===== src/rtl/nibble_serial_adder.sv =====
// Nibble-serial adder: operands are latched once, then added one 4-bit
// carry-lookahead slice per cycle, LSB nibble first, with a held result handshake.
module nibble_serial_adder #(
  parameter int WIDTH = 16
) (
  input  logic             clk,
  input  logic             rst,
  input  logic             in_valid,
  output logic             in_ready,
  input  logic [WIDTH-1:0] a,
  input  logic [WIDTH-1:0] b,
  input  logic             cin,
  output logic             out_valid,
  input  logic             out_ready,
  output logic [WIDTH-1:0] sum,
  output logic             cout,
  output logic             ovf,
  output logic             zero
);

  localparam int NSTEP = WIDTH / 4;
  localparam int SW    = $clog2(NSTEP) + 1;

  typedef enum logic [1:0] {IDLE, BUSY, DONE} state_e;

  state_e           state_q, state_d;
  logic             init_q;
  logic [WIDTH-1:0] a_q, a_d, b_q, b_d, sum_q, sum_d;
  logic             carry_q, carry_d;
  logic [SW-1:0]    step_q, step_d;
  logic             cout_q, cout_d, ovf_q, ovf_d, zero_q, zero_d;

  logic             accept, last_step;
  logic [3:0]       a_nib, b_nib, p, g, s_nib;
  logic [4:0]       c;

  assign accept    = in_valid && in_ready;
  assign last_step = (step_q == SW'(NSTEP - 1));

  always_comb begin
    a_nib = '0;
    b_nib = '0;
    for (int n = 0; n < NSTEP; n++) begin
      if (step_q == SW'(n)) begin
        a_nib = a_q[n*4 +: 4];
        b_nib = b_q[n*4 +: 4];
      end
    end
  end

  // Two-level lookahead: every carry is formed directly from P/G and the slice carry-in.
  always_comb begin
    p    = a_nib ^ b_nib;
    g    = a_nib & b_nib;
    c[0] = carry_q;
    c[1] = g[0] | (p[0] & c[0]);
    c[2] = g[1] | (p[1] & g[0]) | (p[1] & p[0] & c[0]);
    c[3] = g[2] | (p[2] & g[1]) | (p[2] & p[1] & g[0]) | (p[2] & p[1] & p[0] & c[0]);
    c[4] = g[3] | (p[3] & g[2]) | (p[3] & p[2] & g[1]) | (p[3] & p[2] & p[1] & g[0])
         | (p[3] & p[2] & p[1] & p[0] & c[0]);
    s_nib = p ^ c[3:0];
  end

  always_ff @(posedge clk or posedge rst) begin
    if (rst) begin
      state_q <= IDLE;
    end else begin
      state_q <= state_d;
    end
  end

  always_comb begin
    state_d = state_q;
    case (state_q)
      IDLE:    if (accept)    state_d = BUSY;
      BUSY:    if (last_step) state_d = DONE;
      DONE:    if (out_ready) state_d = IDLE;
      default:                state_d = IDLE;
    endcase
  end

  // init_q keeps in_ready low until the first edge after reset is released.
  always_comb begin
    in_ready  = (state_q == IDLE) && init_q;
    out_valid = (state_q == DONE);
  end

  always_comb begin
    a_d     = a_q;
    b_d     = b_q;
    carry_d = carry_q;
    step_d  = step_q;
    sum_d   = sum_q;
    cout_d  = cout_q;
    ovf_d   = ovf_q;
    zero_d  = zero_q;
    case (state_q)
      IDLE: begin
        if (accept) begin
          a_d     = a;
          b_d     = b;
          carry_d = cin;
          step_d  = '0;
        end
      end
      BUSY: begin
        for (int n = 0; n < NSTEP; n++) begin
          if (step_q == SW'(n)) sum_d[n*4 +: 4] = s_nib;
        end
        carry_d = c[4];
        step_d  = step_q + SW'(1);
        if (last_step) begin
          cout_d = c[4];
          ovf_d  = c[3] ^ c[4];
          zero_d = (sum_d == '0);
        end
      end
      default: ;
    endcase
  end

  always_ff @(posedge clk or posedge rst) begin
    if (rst) begin
      init_q  <= 1'b0;
      a_q     <= '0;
      b_q     <= '0;
      carry_q <= 1'b0;
      step_q  <= '0;
      sum_q   <= '0;
      cout_q  <= 1'b0;
      ovf_q   <= 1'b0;
      zero_q  <= 1'b0;
    end else begin
      init_q  <= 1'b1;
      a_q     <= a_d;
      b_q     <= b_d;
      carry_q <= carry_d;
      step_q  <= step_d;
      sum_q   <= sum_d;
      cout_q  <= cout_d;
      ovf_q   <= ovf_d;
      zero_q  <= zero_d;
    end
  end

  assign sum  = sum_q;
  assign cout = cout_q;
  assign ovf  = ovf_q;
  assign zero = zero_q;

endmodule


===== config.mk =====
export PLATFORM = sky130hd
export DESIGN_NAME = nibble_serial_adder
export DESIGN_NICKNAME = d
export VERILOG_FILES = /design/src/rtl/nibble_serial_adder.sv
export SDC_FILE = /design/constraint.sdc
export NUM_CORES = 1
export LEC_CHECK = 0
export ABC_AREA = 1
export BUFFER_PORTS_ARGS = -buffer_cell sky130_fd_sc_hd__buf_2
export CAP_MARGIN = 20
export CORE_ASPECT_RATIO = 1.1
export CORE_UTILIZATION = 40
export DETAILED_ROUTE_END_ITERATION = 10
export MAX_ROUTING_LAYER = met4
export SLEW_MARGIN = 5
export SYNTH_ARGS = -nofsm -noshare
export SYNTH_HDL_FRONTEND = slang
export SYNTH_SLANG_ARGS = --single-unit

===== constraint.sdc =====
create_clock -name clk -period 5.5 [get_ports clk]
set_clock_uncertainty 0.2 [all_clocks]
set_input_delay 0.275 -clock clk [delete_from_list [all_inputs] [get_ports clk]]
set_output_delay 0.275 -clock clk [all_outputs]
set_load 0.02 [all_outputs]

After elaboration in Yosys (flattened, before gate mapping)
Index checks and enable logic that the tools add are counted.
- logic and storage cells: 83
- output and inout port bits: 21
- flip-flop bits (word level): 58
- bits of input ports: 37
- mux-type cells: 24
- $add $sub $neg: 1
- bitwise operators: 30
- reductions and logical operators: 10
- equal/unequal tests: 8
- operators with widths (operator ; count):
    2-to-1 mux 4 bit ; 16
    AND 1 bit ; 16
    zero test 16 bit ; 1
    bitwise OR 1 bit ; 10
    XOR 4 bit ; 2
    equality test 3 x 2 -> 1 bit (second input constant) ; 2
    2-to-1 mux 2 bit ; 3
    one-hot mux 2 bit (3 select lines) ; 1
    one-hot mux 3 bit (2 select lines) ; 1
    AND reduction 2 bit ; 3
    AND 4 bit ; 1
    != test 2 bit (second input constant) ; 2
    adder 3 x 1 -> 3 bit (second input constant) ; 1
    equality test 3 x 1 -> 1 bit (second input constant) ; 1
    zero test 3 bit ; 1
    2-to-1 mux 3 bit ; 1
    AND reduction 3 bit ; 1
    equality test 2 x 1 -> 1 bit (second input constant) ; 1
    equality test 2 bit (second input constant) ; 1
    logical AND 1 bit ; 2
    zero test 2 bit ; 1
    != test 2 x 1 -> 1 bit (second input constant) ; 1
    one-hot mux 1 bit (2 select lines) ; 1
    nonzero test 2 bit ; 1
    other kinds (2) ; 2

Logic depth before layout (Yosys ltp)
Gate-level depths: netlist of the first run.
- depth in word-level cells: 14
- gate-level depth with buffers: 20
- depth with buffers taken out: 19

Least setup slack after synthesis of the first run
OpenSTA, ideal clock, no wires.
- path type: register to register
- start point: reg step_q[1]
- end point: reg zero_q (netlist: zero)
- data required time: 5235 ps
- clock period less this slack: 2926 ps
- setup slack: 2574 ps
- path buffers: 1
- library setup time: 65 ps
- stages on the path, launching flop included: 20
- arrival: 2661 ps
- path through: dfrtp_1 -> inv_1 -> ha_1 -> inv_1 -> nor2_1 -> buf_2 -> nand2_1 -> nand3_1 -> o21ai_0 -> o21ai_0 -> fa_1 -> nand3_1 -> nand2_1 -> nor2_2 -> nand2_1 -> nor2_1 -> nand3_1 -> nor2_1 -> nand3_1 -> nand2_1
- longest elaborated chain between the ends: 14
- elaborated cells between the ends (all ways): 40
- those cells by class: 3 x eq/ne; 16 x mux; 18 x bitwise; 3 x reduce/logical
- RTL lines (element ; line ; source):
    start, declared ; 30 ; logic [SW-1:0] step_q, step_d;
    start signal, assigned ; 138 ; step_q <= step_d;
    zero test 3 bit ; 44, 108 ;
    2-to-1 mux 4 bit (4 in a row) ; 44 ; if (step_q == SW'(n)) begin
    XOR 4 bit or AND 4 bit (tied branches) ; 53, 54 ;
    AND 1 bit ; 58 ; c[3] = g[2] | (p[2] & g[1]) | (p[2] & p[1] & g[0]) | (p[2] & p[1] & p[0] & c[0]);
    bitwise OR 1 bit or AND 1 bit (tied branches) (2 in a row) ; 58 ;
    bitwise OR 1 bit ; 58 ;
    XOR 4 bit ; 61 ; s_nib = p ^ c[3:0];
    2-to-1 mux 4 bit ; 108 ; if (step_q == SW'(n)) sum_d[n*4 +: 4] = s_nib;
    2-to-1 mux 4 bit ; 97 ; case (state_q)
    zero test 16 bit ; 115 ; zero_d = (sum_d == '0);
    end signal, assigned ; 142 ; zero_q <= zero_d;
    end, declared ; 31 ; logic cout_q, cout_d, ovf_q, ovf_d, zero_q, zero_d;
Parallel ways exist; a longest one is shown, timed or not. The select of a mux whose other input is x is not followed.
A chain may end at the register's enable or synchronous reset.

Worst setup path after layout of the first run
Ends and elaborated chain as after synthesis.

==> results.md, run 1 <==
- Run status: finished with violations
- Violations in the final reports: design-rule violations
- Clock tree root buffer cell: clkbuf_8
- FF-to-FF End: zero
- Most frequent standard cell in the layout excluding fill and tap cells: nand2_1
- Critical Path Sink Type: flop
- Relative slew margins: 43.85%
- Residual overflow from global routing: 0
- Number of standard cells in the final layout excluding fillers: 492
- Setup Fix Bufs, Post-CTS: 0
- Leakage power figure: 1.982 nW
- Site Rows: 32
- Vert. Die Dim: slightly above 90 um
- Post-synth top area cell: dfrtp_1
- CTS tree: done
- Register area share after synthesis: 48.15%
- Clock Pin Slew Worst Setup and Hold Paths: 0.06 ns
- IO Port Bufs: 57
- Top layer in use: met4
- Max-slew violation count: 0
- Path class of the lowest-slack min-delay path: input port to flop
- Met2 WL post-DR: 3.484 mm
- Final-stage net count: 450
- Critical path class: flop to flop
- Cell count after synthesis: 309
- Maximum buffer depth of the clock tree: 2
- Clock sink count: 58
- Power per cell area: 639.7 nW/um^2
- R2r setup slk: 1.89 ns
- Average routed wire per standard cell: 14.40 um
- Total instance count after detailed placement: between 400 and 500
- Total length of routed wires: slightly above 7 mm
- WL met3: 245 um
- Tcrit/Tclk final: 65.56%
- HP Start: cin
- Startpoint kind of the worst setup timing path: flop
- Net count after synthesis: 356
- Top-Level Pins: 58
- Gp weighted congestion: 0.8940
- Wire length of the first global-routing pass: 11.74 mm
- Syn. warnings: 0
- Arrival time of the worst setup path: about 3.7 ns
- Starting Density: 42.06%
- Start of the worst register-to-register path: step_q[1]
- Netlist area before placement: around 3000 um^2
- Avg Vias per Cell: 4.992
- Hold Path Sink: carry_q
- Via count: 2456
- Placed wire-length estimate after detailed placement: 4.831 mm
- Maximum level of the CTS H-tree: 3
- Final-report setup violation count: 0
- Full die area: 7887 um^2
- Maximum fanout count along the critical path: 13
- Worst Hold Path Cells: 3
- Number of maximum-capacitance violations: 0
- Die Span X: 84.77 um
- Worst-case vdd ir drop: 243.9 uV
- Post-CTS sizing: 0
- Clock latency reported for the late side of the worst-skew pair: ~0.33 ns
- Max Clk Rate: 0.2773 GHz
- Hold Fails Final Rpt: 0
- # diodes: 0
- First DRT Iteration DRCs: 116
- Metal1 wirelength: 3.271 mm
- RSZ-0062 raised after global routing: false
- Commonest non-fill, non-tap cells in the layout: 73 x nand2_1, 58 x dfrtp_1, 57 x buf_2
- Slew at the pin with the worst max-slew slack: approximately 0.84 ns
- Via count of the first global-routing pass: 2430
- Synth cell types: 30
- Number of clock buffers inserted by TritonCTS: 9
- Top-area cell type share of the netlist area: about 48%
- Most area-consuming cells after synthesis: dfrtp_1 48%, mux2_4 11%, nand2_1 9.1%
- Combined global-route utilization of all metal layers: a little over 20%
- R2r worst-path depth: 18
- Synthesized flop and latch total: 58
- Total Negative Setup Slacks: 0 ns
- Share of post-route cells with drive strength above 1: approximately 28%
- Largest net degree at the start of global routing: between 50 and 60
- Residual DRC: 3
- DRT antenna net count: 0
- Clock period minus final worst setup slack: 3.606 ns
- Antenna violations before repair: 0
- Average cell area after synthesis: 9.755 um^2
- Syn-to-layout area delta: 28.89%
- Data required time at the worst endpoint: 5.57 ns
- Drt pass-1 iters: 8
- Placeable core area: 7167 um^2
-- metrics by stage --
stage          total power (W)  hold slack [ns]  area, um^2  util (%)  setup slack, ns
2_1_floorplan         0.001764           0.1613        3014         -            2.574
3_3_place_gp          0.002075           0.2494        3359     46.88            2.060
3_5_place_dp          0.002098           0.2572        3359     46.88            1.934
4_1_cts               0.002501          0.04166        3885     54.21            1.917
5_1_grt               0.002706          0.05418        3885     54.21            1.447
6_report              0.002485          0.03814        3885     54.21            1.894
-- registers in the layout (all words and copies together), names as in the netlist --
register and count:
a_q 16, b_q 16, carry_q 1, cout 1
init_q 1, ovf 1, state_q 2, step_q 3
sum 16, zero 1
-- how the worst max path moves through the flow --
stage | from | slack [ns] | end | cells past startpoint
finish | step_q[1] | 1.89 | zero | 18
global route | step_q[1] | 1.45 | zero | 18
CTS | step_q[1] | 1.92 | zero | 18
detailed placement | step_q[1] | 1.93 | zero | 18
global placement | step_q[1] | 2.06 | zero | 18
floorplan | step_q[1] | 2.57 | zero | 19
-- synth_stat cells, drive strengths merged --
library cell,instances
conb,1
inv,27
mux2,30
dfrtp,58
nand2,74
o22ai,3
nor2,20
a21oi,4
nor3b,1
o21ai,28
or2,4
o21a,1
a31oi,2
o31ai,1
fa,1
ha,9
clkbuf,3
buf,6
a221oi,7
nand4,3
nand3,25
a2bb2oi,1
-- per-layer routing --
layer | up-vias | track usage (%)
met5 | - | -
met4 | 0 | 8.616
met3 | 7 | 3.972
met2 | 56 | 32.99
met1 | 1164 | 24.79
li1 | 1229 | -
-- worst max-delay path, cell delays in order (launching register included) --
cell and delay, ns:
dfrtp_1 0.40, inv_1 0.10, ha_1 0.24, inv_1 0.06, nor2_1 0.64, nand2_1 0.11
nand3_1 0.11, o21ai_0 0.08, o21ai_0 0.32, fa_1 0.55, nand3_1 0.12, nand2_1 0.06
nor2_2 0.10, nand2_1 0.06, nor2_1 0.11, nand3_1 0.08, nor2_1 0.09, nand3_1 0.07
nand2_1 0.05
-- power breakdown --
group | total [W] | switching (W) | internal [W]
registers | 0.000767 | 0.000136 | 0.000631
logic | 0.00134 | 0.000802 | 0.000541
clock network | 0.000376 | 0.000158 | 0.000218
total | 0.00249 | 0.00110 | 0.00139
-- layout make-up --
class,count,area (um^2)
sequential,58,1451
clock inverter,3,40.04
multi-input combinational,215,1408
fill,658,3282
clock buffer,12,145.1
inverter,27,101.3
tap,85,106.4
timing repair buffer,92,633.1
-- what timing repair did --
item                       CTS  global route
hold endpoints to repair    91             0
hold buffers                34             0
setup endpoints to repair    0             0
-- cell families (layout without fill, tap and decap cells) --
| logic type | Yosys count | in the layout | synth area share (%) |
|---|---|---|---|
| adders and majority gates | 10 | 10 | 4.400 |
| buffers and inverters | 36 | 134 | 5.147 |
| and+or+nand+nor | 127 | 127 | 18.93 |
| AOI/OAI and AO/OA | 47 | 47 | 9.174 |
| DFF | 58 | 58 | 48.15 |
| other | 1 | 1 | 0.1244 |
| muxes | 30 | 30 | 14.07 |
Note: power is estimated with default switching activity, not from simulation.
==> inputs of run 2 (changes only) <==
==> constraint.sdc (replaced) <==
create_clock -name clk -period 3.05 [get_ports clk]
set_clock_uncertainty 0.2 [all_clocks]
set_input_delay 0.1525 -clock clk [delete_from_list [all_inputs] [get_ports clk]]
set_output_delay 0.1525 -clock clk [all_outputs]
set_load 0.02 [all_outputs]
==> run 2 against run 1 <==
The flow still finishes with violations (design-rule violations). Sequential share of layout area down 2.3 points. Maximum frequency increased by 26%. Flip-flop and latch count is the same. First-iteration DRC count rose by 12%. Total power up 100%. Combinational power increased by 110%. Sequential power is 86% higher. Worst setup slack got worse by 1.7 ns. Clock power is 93% higher. Final area rose by 6.6%. Final cell count grew 3.3%.
==> results.md, run 2 (synthesized netlist as in run 1, its figures left out) <==
- Residual overflow from global routing: 0 (unchanged)
- Number of maximum-capacitance violations: 0 (unchanged)
- Wire length of the first global-routing pass: 12.32 mm (+4.9%)
- Average routed wire per standard cell: 14.65 um (+1.8%)
- Relative contribution of combinational cells to total power: 56.9% (+2.9 points)
- Violations in the final reports: design-rule violations
- Relative contribution of the clock network to total power: 14.5% (-0.6 points)
- Max Clk Rate: 0.3488 GHz (+26%)
- Arrival time of the worst setup path: 2.94 ns (-0.73 ns)
- Residual DRC: 3 (unchanged)
- Combined global-route utilization of all metal layers: 21.13% (+0.86 points)
- Gp weighted congestion: 0.9321 (+4.3%)
- Clock Pin Slew Worst Setup and Hold Paths: 0.07 ns (about the same)
- Total instance count after detailed placement: 453 (+2.3%)
- Clock tree root buffer cell: clkbuf_8
- Sequential cell fraction of total power: 28.6% (-2.3 points)
- Final core utilization: 57.79% (+3.6 points)
- Number of clock buffers inserted by TritonCTS: 9 (unchanged)
- Maximum fanout count along the critical path: 10 (-3)
- # diodes: 0 (unchanged)
- Placeable core area: 7167 um^2 (unchanged)
- Internal power of the cells: 0.002789 W (+100%)
- Number of filler instances in the final layout: 636 (-3.3%)
- Max-slew violation count: 0 (unchanged)
- Via count of the first global-routing pass: 2563 (+5.5%)
- Tcrit/Tclk final: 94.01% (+28 points)
- Starting Density: 42.06% (unchanged)
- Most frequent standard cell in the layout excluding fill and tap cells: nand2_1
- Site Rows: 32 (unchanged)
- Avg Vias per Cell: 4.965 (-0.55%)
- First DRT Iteration DRCs: 130 (+12%)
- Syn-to-layout area delta: 37.40%
- Top-Level Pins: 58 (unchanged)
- Critical path class: flop to flop
- Maximum level of the CTS H-tree: 3 (unchanged)
- Switching pwr: 0.002206 W (+100%)
- Startpoint kind of the worst setup timing path: flop
- Final-stage net count: 465 (+3.3%)
- Power per cell area: 1206 nW/um^2 (+89%)
- Drt pass-1 iters: 9 (+1)
- Final-report setup violation count: 0 (unchanged)
- Total length of routed wires: 7.444 mm (+5.1%)
- Slew at the pin with the worst max-slew slack: 0.5871 ns (-0.2520 ns)
- Worst-case vdd ir drop: 508.4 uV (+110%)
- Clock sink count: 58 (unchanged)
- Worst hold slack across all endpoints: 0.2169 ns (+0.1788 ns)
- Hold Fails Final Rpt: 0 (unchanged)
- Die Span X: 84.77 um (unchanged)
- Via count: 2522 (+2.7%)
- Largest net degree at the start of global routing: 59 (unchanged)
- DRT antenna net count: 0 (unchanged)
- Critical Path Sink Type: flop
- Commonest non-fill, non-tap cells in the layout: 65 x nand2_1, 57 x dfrtp_1, 57 x buf_2
- Relative slew margins: 60.86% (+17 points)
- CTS tree: done
- Path class of the lowest-slack min-delay path: input port to asynchronous set/reset pin
- Share of post-route cells with drive strength above 1: 36.41% (+8.4 points)
- Number of standard cells in the final layout excluding fillers: 508 (+3.3%)
- Leakage power figure: 2.088 nW (+5.4%)
- Total Power: 0.004996 W (+100%)
- Placed wire-length estimate after detailed placement: 5.136 mm (+6.3%)
- Switching Share: 44.17% (+0.070 points)
- Run status: finished with violations
- Data required time at the worst endpoint: 3.13 ns (-2.44 ns)
- Clock latency reported for the late side of the worst-skew pair: 0.34 ns (about the same)
- Maximum buffer depth of the clock tree: 2 (unchanged)
- Full die area: 7887 um^2 (unchanged)
- Clock period minus final worst setup slack: 2.867 ns (-0.7383 ns)
- IO Port Bufs: 57 (unchanged)
- Vert. Die Dim: 93.05 um (unchanged)
- Antenna violations before repair: 0 (unchanged)
run 2: cell count changes in the layout (fill, tap and decap cells not counted), sizes merged:
cell,before,now
clkbuf,12,14
dlygate4sd3,34,36
clkinv,2,1
buf,58,71
run 2: power groups by stage:
| stage | clock, W | combinational (W) | sequential, W |
|---|---|---|---|
| final | 0.000725 | 0.00284 | 0.00143 |
| after global routing | 0.000772 | 0.00316 | 0.00147 |
| after CTS | 0.000743 | 0.00263 | 0.00140 |
| after detailed placement | 0 | 0.00251 | 0.00141 |
| after global placement | 0 | 0.00248 | 0.00141 |
| after floorplan | 0 | 0.00173 | 0.00145 |
run 2: worst paths after layout:
kind                       startpoint    endpoint  slack, ns  cells after the start
hold reg to reg               sum[13]     sum[13]       0.27                      2
setup reg to reg            step_q[0]        zero       0.18                     15
min in group clk             in_valid  state_q[0]       0.26                      3
setup / recovery            step_q[0]        zero       0.18                     15
max in group asynchronous         rst     sum[12]       2.17                      4
hold / removal                    rst      init_q       0.22                      4
run 2: critical path, cell delays in order (launching register included):
cell     delay [ns]
dfrtp_1        0.44
ha_1           0.25
ha_1           0.23
inv_4          0.12
o21ai_0        0.12
o21ai_1        0.21
fa_1           0.51
nand3_1        0.11
nand2_1        0.06
nor2_2         0.12
nand2_1        0.06
nor2_1         0.09
nand3_1        0.07
nor2_1         0.08
nand3_1        0.07
nand2_1        0.06
run 2: routing by layer:
metal	vias up	part of all wire (%)	GRT usage, %	routed length, um
met4	0	2.0	8.333	148
met2	65	50	34.76	3694
li1	1261	-	-	-
met5	-	0	-	0
met1	1183	44	25.55	3270
met3	13	4.4	4.501	330
run 2: timing repair:
action	in CTS	in global routing
endpoints found under the setup margin	2	8
resized for setup	8	31
pin swaps	1	10
hold buffers	36	0
hold endpoints to repair	92	0
cloned	0	0
buffers inserted	1	2
run 2: metrics by stage:
stage | setup TNS (ns) | setup slack [ns] | area (um^2)
2_1_floorplan | 0 | 0.1241 | 3014
3_3_place_gp | -0.01242 | -0.01242 | 3447
3_5_place_dp | -0.1235 | -0.07260 | 3447
4_1_cts | 0 | 0.01759 | 4023
5_1_grt | -0.02579 | -0.02579 | 4141
6_report | 0 | 0.1827 | 4141
run 2: area by class of cell:
cell class	instances	area, um^2	area share (%)
repair buffers	107	763.2	18.43
clock inverters	2	35.03	0.8459
multi-input cells	215	1518	36.65
flip-flops and latches	58	1453	35.08
clock buffers	14	162.7	3.927
well taps	85	106.4	2.568
inverters	27	103.9	2.508
